$ cat src/rtl/rotary_pkg.sv
// Shared constants and helpers for front-panel rotary encoder knobs.
package rotary_pkg;

  localparam logic DIR_UP   = 1'b0;
  localparam logic DIR_DOWN = 1'b1;

  // Default range for tune-style knobs (14-bit, centred)
  localparam int unsigned TUNE_MIN    = 0;
  localparam int unsigned TUNE_MAX    = 16383;
  localparam int unsigned TUNE_CENTER = 8192;

  function automatic int unsigned step_shift(input logic        coarse,
                                             input int unsigned fine_shift,
                                             input int unsigned coarse_shift);
    return coarse ? coarse_shift : fine_shift;
  endfunction

  function automatic logic [31:0] clamp_u32(input logic [31:0] x,
                                            input logic [31:0] lo,
                                            input logic [31:0] hi);
    logic [31:0] r;
    r = x;
    if (x < lo) r = lo;
    if (x > hi) r = hi;
    return r;
  endfunction

endpackage

$ cat src/rtl/rotary_quad_decoder.sv
// Quadrature front end: 2-flop sync, q1/q2 detent filter and q1 rising-edge event.
module rotary_quad_decoder
  import rotary_pkg::*;
(
  input  logic clk,
  input  logic rst,
  input  logic a_i,
  input  logic b_i,
  output logic event_o,
  output logic dir_o
);

  logic [1:0] s1_q, s2_q;
  logic       q1_q, q1_d, q2_q, q2_d, q1_dly_q;
  logic       event_q, dir_q;

  // q1 marks a completed detent, q2 remembers which contact led
  always_comb begin
    q1_d = q1_q;
    q2_d = q2_q;
    unique case (s2_q)
      2'b00:   q1_d = 1'b0;
      2'b01:   q2_d = DIR_UP;
      2'b10:   q2_d = DIR_DOWN;
      default: q1_d = 1'b1;
    endcase
  end

  always_ff @(posedge clk) begin
    if (rst) begin
      s1_q     <= 2'b00;
      s2_q     <= 2'b00;
      q1_q     <= 1'b0;
      q2_q     <= 1'b0;
      q1_dly_q <= 1'b0;
      event_q  <= 1'b0;
      dir_q    <= DIR_UP;
    end else begin
      s1_q     <= {b_i, a_i};
      s2_q     <= s1_q;
      q1_q     <= q1_d;
      q2_q     <= q2_d;
      q1_dly_q <= q1_q;
      event_q  <= q1_q & ~q1_dly_q;
      dir_q    <= q2_q;
    end
  end

  assign event_o = event_q;
  assign dir_o   = dir_q;

endmodule

$ cat src/rtl/rotary_encoder_v3.sv
// Rotary encoder input to bounded parameter register with debounced push-to-reset,
// fine/coarse steps, wrap or saturate at range ends and host load.
module rotary_encoder_v3
  import rotary_pkg::*;
#(
  parameter int unsigned WIDTH           = 15,
  parameter int unsigned MIN_VAL         = TUNE_MIN,
  parameter int unsigned MAX_VAL         = TUNE_MAX,
  parameter int unsigned INIT_VAL        = TUNE_CENTER,
  parameter int unsigned FINE_SHIFT      = 0,
  parameter int unsigned COARSE_SHIFT    = 5,
  parameter bit          WRAP_EN         = 1'b1,
  parameter int unsigned DEBOUNCE_CYCLES = 50000
) (
  input  logic             clk,
  input  logic             rst,
  input  logic             rotary_a,
  input  logic             rotary_b,
  input  logic             rotary_press,
  input  logic             coarse,
  input  logic             load,
  input  logic [WIDTH-1:0] load_value,
  output logic [WIDTH-1:0] value_out,
  output logic             press_out,
  output logic             step_up,
  output logic             step_down
);

  localparam int unsigned EW    = WIDTH + 2;
  localparam int unsigned CNT_W = $clog2(DEBOUNCE_CYCLES);

  logic             evt, dir;
  logic             press_s1_q, press_s2_q;
  logic             press_q, press_d;
  logic [CNT_W-1:0] cnt_q, cnt_d;
  logic [WIDTH-1:0] value_q, value_d;
  logic             up_q, up_d, down_q, down_d;
  logic [EW-1:0]    val_x, step_x, lo_x, hi_x, sum_x, floor_x, up_x, dn_x;
  logic [WIDTH-1:0] load_clamped;

  rotary_quad_decoder u_quad (
    .clk     (clk),
    .rst     (rst),
    .a_i     (rotary_a),
    .b_i     (rotary_b),
    .event_o (evt),
    .dir_o   (dir)
  );

  // Push debounce: accept a new level only after it persists DEBOUNCE_CYCLES cycles
  always_comb begin
    press_d = press_q;
    cnt_d   = '0;
    if (press_s2_q != press_q) begin
      if (cnt_q == CNT_W'(DEBOUNCE_CYCLES - 1)) begin
        press_d = press_s2_q;
      end else begin
        cnt_d = cnt_q + CNT_W'(1);
      end
    end
  end

  // Two extra bits keep value+step and MIN+step exact before clamping
  always_comb begin
    val_x   = EW'(value_q);
    step_x  = EW'(1) << step_shift(coarse, FINE_SHIFT, COARSE_SHIFT);
    lo_x    = EW'(MIN_VAL);
    hi_x    = EW'(MAX_VAL);
    sum_x   = val_x + step_x;
    floor_x = lo_x + step_x;
    if (val_x == hi_x)      up_x = WRAP_EN ? lo_x : hi_x;
    else if (sum_x > hi_x)  up_x = hi_x;
    else                    up_x = sum_x;
    if (val_x == lo_x)        dn_x = WRAP_EN ? hi_x : lo_x;
    else if (val_x < floor_x) dn_x = lo_x;
    else                      dn_x = val_x - step_x;
    load_clamped = WIDTH'(clamp_u32(32'(load_value), 32'(MIN_VAL), 32'(MAX_VAL)));
  end

  always_comb begin
    value_d = value_q;
    up_d    = 1'b0;
    down_d  = 1'b0;
    if (load) begin
      value_d = load_clamped;
    end else if (press_q) begin
      value_d = WIDTH'(INIT_VAL);
    end else if (evt) begin
      if (dir == DIR_DOWN) begin
        value_d = WIDTH'(dn_x);
        down_d  = 1'b1;
      end else begin
        value_d = WIDTH'(up_x);
        up_d    = 1'b1;
      end
    end
  end

  always_ff @(posedge clk) begin
    if (rst) begin
      press_s1_q <= 1'b0;
      press_s2_q <= 1'b0;
      press_q    <= 1'b0;
      cnt_q      <= '0;
      value_q    <= WIDTH'(INIT_VAL);
      up_q       <= 1'b0;
      down_q     <= 1'b0;
    end else begin
      press_s1_q <= rotary_press;
      press_s2_q <= press_s1_q;
      press_q    <= press_d;
      cnt_q      <= cnt_d;
      value_q    <= value_d;
      up_q       <= up_d;
      down_q     <= down_d;
    end
  end

  assign value_out = value_q;
  assign press_out = press_q;
  assign step_up   = up_q;
  assign step_down = down_q;

endmodule

$ cat config.mk
export PLATFORM = sky130hd
export DESIGN_NAME = rotary_encoder_v3
export DESIGN_NICKNAME = d
export VERILOG_FILES = /design/src/rtl/rotary_pkg.sv /design/src/rtl/rotary_quad_decoder.sv /design/src/rtl/rotary_encoder_v3.sv
export SDC_FILE = /design/constraint.sdc
export NUM_CORES = 1
export LEC_CHECK = 0
export ABC_AREA = 1
export CAP_MARGIN = 20
export CELL_PAD_IN_SITES_DETAIL_PLACEMENT = 0
export CELL_PAD_IN_SITES_GLOBAL_PLACEMENT = 1
export CORE_AREA = 8 8 98 100
export CTS_CLUSTER_DIAMETER = 200
export CTS_CLUSTER_SIZE = 14
export DETAILED_ROUTE_END_ITERATION = 8
export DIE_AREA = 0 0 106 108
export PLACE_DENSITY_LB_ADDON = 0.08
export SLEW_MARGIN = 30
export SYNTH_ARGS = -nofsm -noshare
export SYNTH_HDL_FRONTEND = slang
export SYNTH_SLANG_ARGS = --single-unit
$ cat constraint.sdc
create_clock -name clk -period 4.13 [get_ports clk]
set_input_delay 1.0325 -clock clk [delete_from_list [all_inputs] [get_ports clk]]
set_output_delay 1.0325 -clock clk [all_outputs]
set_load 0.005 [all_outputs]
* After elaboration in Yosys (flattened, before gate mapping)
Cells that the tools add are included.
** Word-level totals
- Register bits after elaboration :: 45
- Input port bits :: 22
- Output and inout bits :: 18
- Logic and storage cells :: 52
** Operators by class
- $lt $le $gt $ge :: 3
- Equal/unequal tests :: 5
- $add $sub $neg :: 3
- Muxes and demuxes :: 14
- Reduce and logical (&&, ||, !) cells :: 8
- Shifts and indexed selects :: 1
- Bitwise operators :: 4
** Operators with widths (number)
- 2-to-1 mux 15 bit :: 9
- adder 15 x 17 -> 17 bit :: 1
- > comparator 17 x 14 -> 1 bit (second input constant) :: 1
- less-than comparator 15 x 17 -> 1 bit :: 1
- left shift 1 x 3 -> 17 bit (first input constant) :: 1
- adder 16 x 1 -> 16 bit (second input constant) :: 1
- equality test 16 bit (second input constant) :: 1
- equality test 15 x 14 -> 1 bit (second input constant) :: 1
- > comparator 15 x 14 -> 1 bit (second input constant) :: 1
- zero test 15 bit :: 1
- subtractor 15 bit :: 1
- one-hot mux 1 bit (2 select lines) :: 2
- OR reduction 4 bit :: 1
- 2-to-1 mux 3 bit :: 1
- NOT 1 bit :: 3
- nonzero test 3 bit :: 1
- OR reduction 3 bit :: 1
- equality test 2 x 1 -> 1 bit (second input constant) :: 1
- equality test 2 bit (second input constant) :: 1
- zero test 2 bit :: 1
- 2-to-1 mux 1 bit :: 2
- AND reduction 2 bit :: 1
- nonzero test 2 bit :: 1
- OR reduction 2 bit :: 1
- 2 further kinds :: 2

* Longest topological paths before layout
- Depth in word-level cells :: 10
- Gate-level depth with buffers :: 14
- Depth with buffers taken out :: 14

* By module
Synthesis repeated with hierarchy kept, for this count alone.
** Unflattened totals
- Cell total of the unflattened synthesis :: 520
- Area, all modules :: 3357.0 µm²
** Modules (own cells, without submodules)
- rotary_encoder_v3 :: instances 1, area each 3024.2 µm², cells each 482, seq. area each 720.7 µm²
- rotary_quad_decoder :: instances 1, area each 332.8 µm², cells each 38, seq. area each 180.2 µm²

* Worst setup path after synthesis
Ideal clock, no wire load.
- Kind :: input-to-reg
- From :: input port coarse
- To :: register value_q[8], in the netlist value_out[8]
- Stages on the path :: 13
- Library setup time :: 122 ps
- Required time :: 4008 ps
- Path buffers :: 1
- Data arrival time :: 2488 ps
- Setup slack :: 1520 ps
- Path through :: inv_1 > ha_1 > inv_2 > nand2_1 > o21ai_4 > nand3_1 > nand2_2 > buf_6 > nand3_1 > nand2_1 > nand2_1 > nand2_1 > a21oi_2
** On the way
- Cells in the longest elaborated chain, start to end :: 10
- Elaborated cells between the ends (all ways) :: 14
- Those cells by class :: 2 x add/sub; 2 x order compare; 1 x shift; 9 x mux
** Ends and longest elaborated chain
- start: declaration :: RTL line rotary_encoder_v3.sv:20 : input logic coarse,
- 2-to-1 mux 3 bit * :: RTL line rotary_pkg.sv:15 : return coarse ? coarse_shift : fine_shift;
- left shift 1 x 3 -> 17 bit * :: RTL line rotary_encoder_v3.sv:66 : step_x = EW'(1) << step_shift(coarse, FINE_SHIFT, COARSE_SHIFT);
- adder 15 x 17 -> 17 bit :: RTL line rotary_encoder_v3.sv:69 : sum_x = val_x + step_x;
- > comparator 17 x 14 -> 1 bit :: RTL line rotary_encoder_v3.sv:72 : else if (sum_x > hi_x) up_x = hi_x;
- 2-to-1 mux 15 bit :: RTL line rotary_encoder_v3.sv:72
- 2-to-1 mux 15 bit :: RTL line rotary_encoder_v3.sv:71 : if (val_x == hi_x) up_x = WRAP_EN ? lo_x : hi_x;
- 2-to-1 mux 15 bit * :: RTL line rotary_encoder_v3.sv:89 : if (dir == DIR_DOWN) begin
- 2-to-1 mux 15 bit * :: RTL line rotary_encoder_v3.sv:88 : end else if (evt) begin
- 2-to-1 mux 15 bit * :: RTL line rotary_encoder_v3.sv:86 : end else if (press_q) begin
- 2-to-1 mux 15 bit * :: RTL line rotary_encoder_v3.sv:84 : if (load) begin
- end signal: assignment :: RTL line rotary_encoder_v3.sv:105 : value_q <= WIDTH'(INIT_VAL);
- end signal: assignment :: RTL line rotary_encoder_v3.sv:113 : value_q <= value_d;
- end: declaration :: RTL line rotary_encoder_v3.sv:36 : logic [WIDTH-1:0] value_q, value_d;
Mark *: on every way between the ends. The rest lies on a longest branch, timed or not. The select of a mux whose other input is x is not followed.
A chain may end at the register's enable or synchronous reset.

* Worst setup path after layout
- From :: input port coarse
- To :: register value_q[13], in the netlist value_out[13]
The elaborated chain is that of the path after synthesis.

==> run summary <==
final total power: 1.14 mW
# diodes: 0
FP Rows: 33
synthesized flop and latch total: 45
DRT Pass-1 Iters: 5
Hold WS: 0.396 ns
Synth Area in XOR/XNOR: 2.90%
cells after synthesis: 554
Adder-Cell Fraction of Synth Area: 3.39%
hpwl dp: 7.48 mm
fin nets: 613
Crit path buffers/inverters: 3
Max Clk Rate: 0.309 GHz
DR DRC count: 0
Layout area overhead: 15.8%
Starting Density: 41.2%
Setup Viol. Count Final: 0
CTS sink cnt: 45
synthesized cell area: 3320 um2
Die Y: 108 um
post-synth top area share: 27.1%
post-cts resize count: 0
CTS tree: done
Synth Area in Compound Gates: 11.3%
final WL: 9.64 mm
CP startpoint kind: input pin
Die ar.: 11400 um2
worst-path cell chain: clkdlybuf4s50_1 > inv_1 > ha_1 > inv_2 > nand2_1 > nor2_1 > nand2_1 > nand2_2 > nand3_2 > and2_1 > nand2_1 > nand2_1 > nand3_1 > nand2_1 > nand2_1
Final Hold Violating Endpoints: 0
ys async rst share: 0%
Placement Setup Slack: 0.641 ns
largest family of logic cells by synthesized area: simple AND/OR/NAND/NOR gates
Overall Global Routing Usage: 17.2%
Critical Path RT: 4.38 ns
worst skew pair latency: 0.30 ns
Post-CTS Repair Setup Buffers: 0
Synth area leaders: dfxtp_1, nand2_1, nor2_1, nand3_1, inv_1
DR iter-0 viols: 282
final worst slack: 0.899 ns
share of layout cells above drive strength 1: 6.86%
Netlist cell types: 30
status: finished clean
Post-Synth Simple-Gate Area: 43.8%
top_reg_cell synth: dfxtp_1
minimum clock period: 3.23 ns
CTS Buffer Depth: 2
Peak VDD IR: 0.171 mV
initial antenna violation count: 0
cts bufs inserted: 5
Least-Margin Pin Slew: 0.519 ns
Top cell by count, worst path: nand2_1
Setup Total Neg Slack: 0 ns
fin util: 47.8%
Synth Warn #: 0
vias in the first global route: 3295
Post-Syn Nets: 585
Leak: 1.77 nW
Hold-fix buffers, CTS: 0
Slew Limit Fails: 0
io pins: 40
Core ar.: 8050 um2
largest net degree at the start of global routing: 20
Crit path max-delay family: simple AND/OR/NAND/NOR gates
pwr/cell area: 296 nW/um2
sequential share of the synthesized area: 27.1%
first-pass GRT wire length: 16.2 mm
Synth Area per Inst: 5.99 um2
WL/cell: 14.0 um
leading area contributor after synthesis: dfxtp_1
CP max stage cell: clkdlybuf4s50_1
Clock H-tree levels: 2
CP Class: in2reg
total number of vias: 3470
gp weighted congestion: 0.875
period utilization: 78.2%
unrepaired setup endpoints after global routing: false
ANT nets after route: 0
Critical Path Fanout Max: 14
max_cap viols: 0
critical path capture point type: flip-flop
mux cell area share after synthesis: 0%
critical path's largest stage delay: 0.50 ns
grt ovf: 0
via/cell ratio: 5.04
Port Buffers: 39
Die X: 106 um
clock root buffer: clkbuf_8
Setup Skew: 0.00838 ns
Post-synth EDFFs: 0
HP Class: reg2reg
relative max-transition margin: 65.4%
Worst-path clk slew: 0.08 ns
crit path DAT: 3.48 ns
layout make-up:
| type | count | area (um2) |
|---|---|---|
| clock buffer | 6 | 72.6 |
| clock inverter | 2 | 38.8 |
| fill | 895 | 4210 |
| inverter | 69 | 259 |
| multi-input combinational | 420 | 2040 |
| sequential | 45 | 901 |
| tap | 105 | 131 |
| timing repair buffer | 41 | 405 |
synth_stat cells (2+ instances only):
| library cell | n |
|---|---|
| nor2_1 | 102 |
| buf_2 | 5 |
| dfxtp_1 | 45 |
| clkbuf_1 | 7 |
| nand2_2 | 4 |
| buf_6 | 3 |
| nor3_1 | 8 |
| nand3b_1 | 2 |
| nand3_2 | 4 |
| nor3b_1 | 3 |
| a21oi_2 | 10 |
| a21oi_1 | 24 |
| nor2_2 | 8 |
| buf_4 | 5 |
| nand4_1 | 11 |
| nand2_1 | 141 |
| inv_1 | 67 |
| nand3_1 | 51 |
| xor2_1 | 10 |
| o21a_1 | 2 |
| inv_2 | 2 |
| o21ai_0 | 24 |
| ha_1 | 9 |
routing by layer:
metal | track usage [%] | wire length [um] | vias up
met4 | 4.42 | 116 | 0
li1 | - | - | 1806
met1 | 23.8 | 4950 | 1556
met3 | 3.39 | 489 | 10
met2 | 26.7 | 4090 | 98
met5 | 0 | 0 | -
worst reg2reg max path, cell delays in order, from the launching register on:
cell	delay [ns]
dfxtp_1	0.52
ha_1	0.37
inv_2	0.14
nand2_1	0.09
nor2_1	0.20
nand2_1	0.12
nand2_2	0.10
nand3_2	0.28
and2_1	0.28
nand2_1	0.06
nand2_1	0.05
nand3_1	0.06
nand2_1	0.05
nand2_1	0.04
cells by family (layout without fill, tap and decap cells):
family | Yosys count | after routing
buffers and inverters | 89 | 118
adders and majority gates | 9 | 9
DFF | 45 | 45
AOI/OAI and AO/OA | 63 | 63
xor gates and xnor gates | 11 | 11
and+or+nand+nor | 337 | 337
path summary, 6_finish.rpt:
path                                   start                    endpoint  slack, ns  cells past startpoint
setup / recovery                      coarse  value_out[13]$_SDFFE_PP1P_       0.90                     15
hold / removal    u_quad.q1_dly_q$_SDFF_PP0_   u_quad.event_o$_SDFF_PP0_       0.40                      1
setup reg to reg   value_out[5]$_SDFFE_PP0P_  value_out[13]$_SDFFE_PP1P_       1.71                     13
hold reg to reg   u_quad.q1_dly_q$_SDFF_PP0_   u_quad.event_o$_SDFF_PP0_       0.40                      1
cell usage in the layout, fill, tap and decap left out:
cell type	synthesis	routed
clkinv_4	0	1
nor3b_1	3	3
bufinv_16	0	1
inv_1	67	67
a21oi_1	24	24
xor2_1	10	10
inv_2	2	2
buf_4	5	2
clkbuf_1	7	1
nor2_1	102	102
or2_2	1	1
o21ai_0	24	24
ha_1	9	9
nor3b_2	1	1
nand3_1	51	51
o21a_1	2	2
o31ai_1	1	1
nand3b_1	2	2
nor2_2	8	8
o21bai_1	1	1
clkbuf_8	0	5
nor3_1	8	8
nand2_1	141	141
dfxtp_1	45	45
xnor2_1	1	1
and2_1	1	1
nand3_2	4	4
nand4_1	11	11
clkdlybuf4s50_1	0	39
nand2_2	4	4
a21oi_2	10	10
o21ai_4	1	1
stage by stage:
step / area, um2 / instances
2_1_floorplan: 3320 / 554
3_3_place_gp: 3730 / 680
3_5_place_dp: 3730 / 680
4_1_cts: 3840 / 688
5_1_grt: 3840 / 688
6_report: 3840 / 688
report_power, final:
part           leakage, nW  switching [mW]  total [mW]  internal [mW]
Sequential           0.368          0.0408       0.493          0.452
Clock               0.0554           0.162       0.344          0.182
Combinational         1.35           0.178       0.299          0.122
sequential cells by signal, indices dropped and copies added (netlist names), 2 cells and up:
signal / cells
u_quad.s2_q: 2
cnt_q: 16
value_out: 15
u_quad.s1_q: 2
Note: power is estimated with default switching activity, not from simulation.
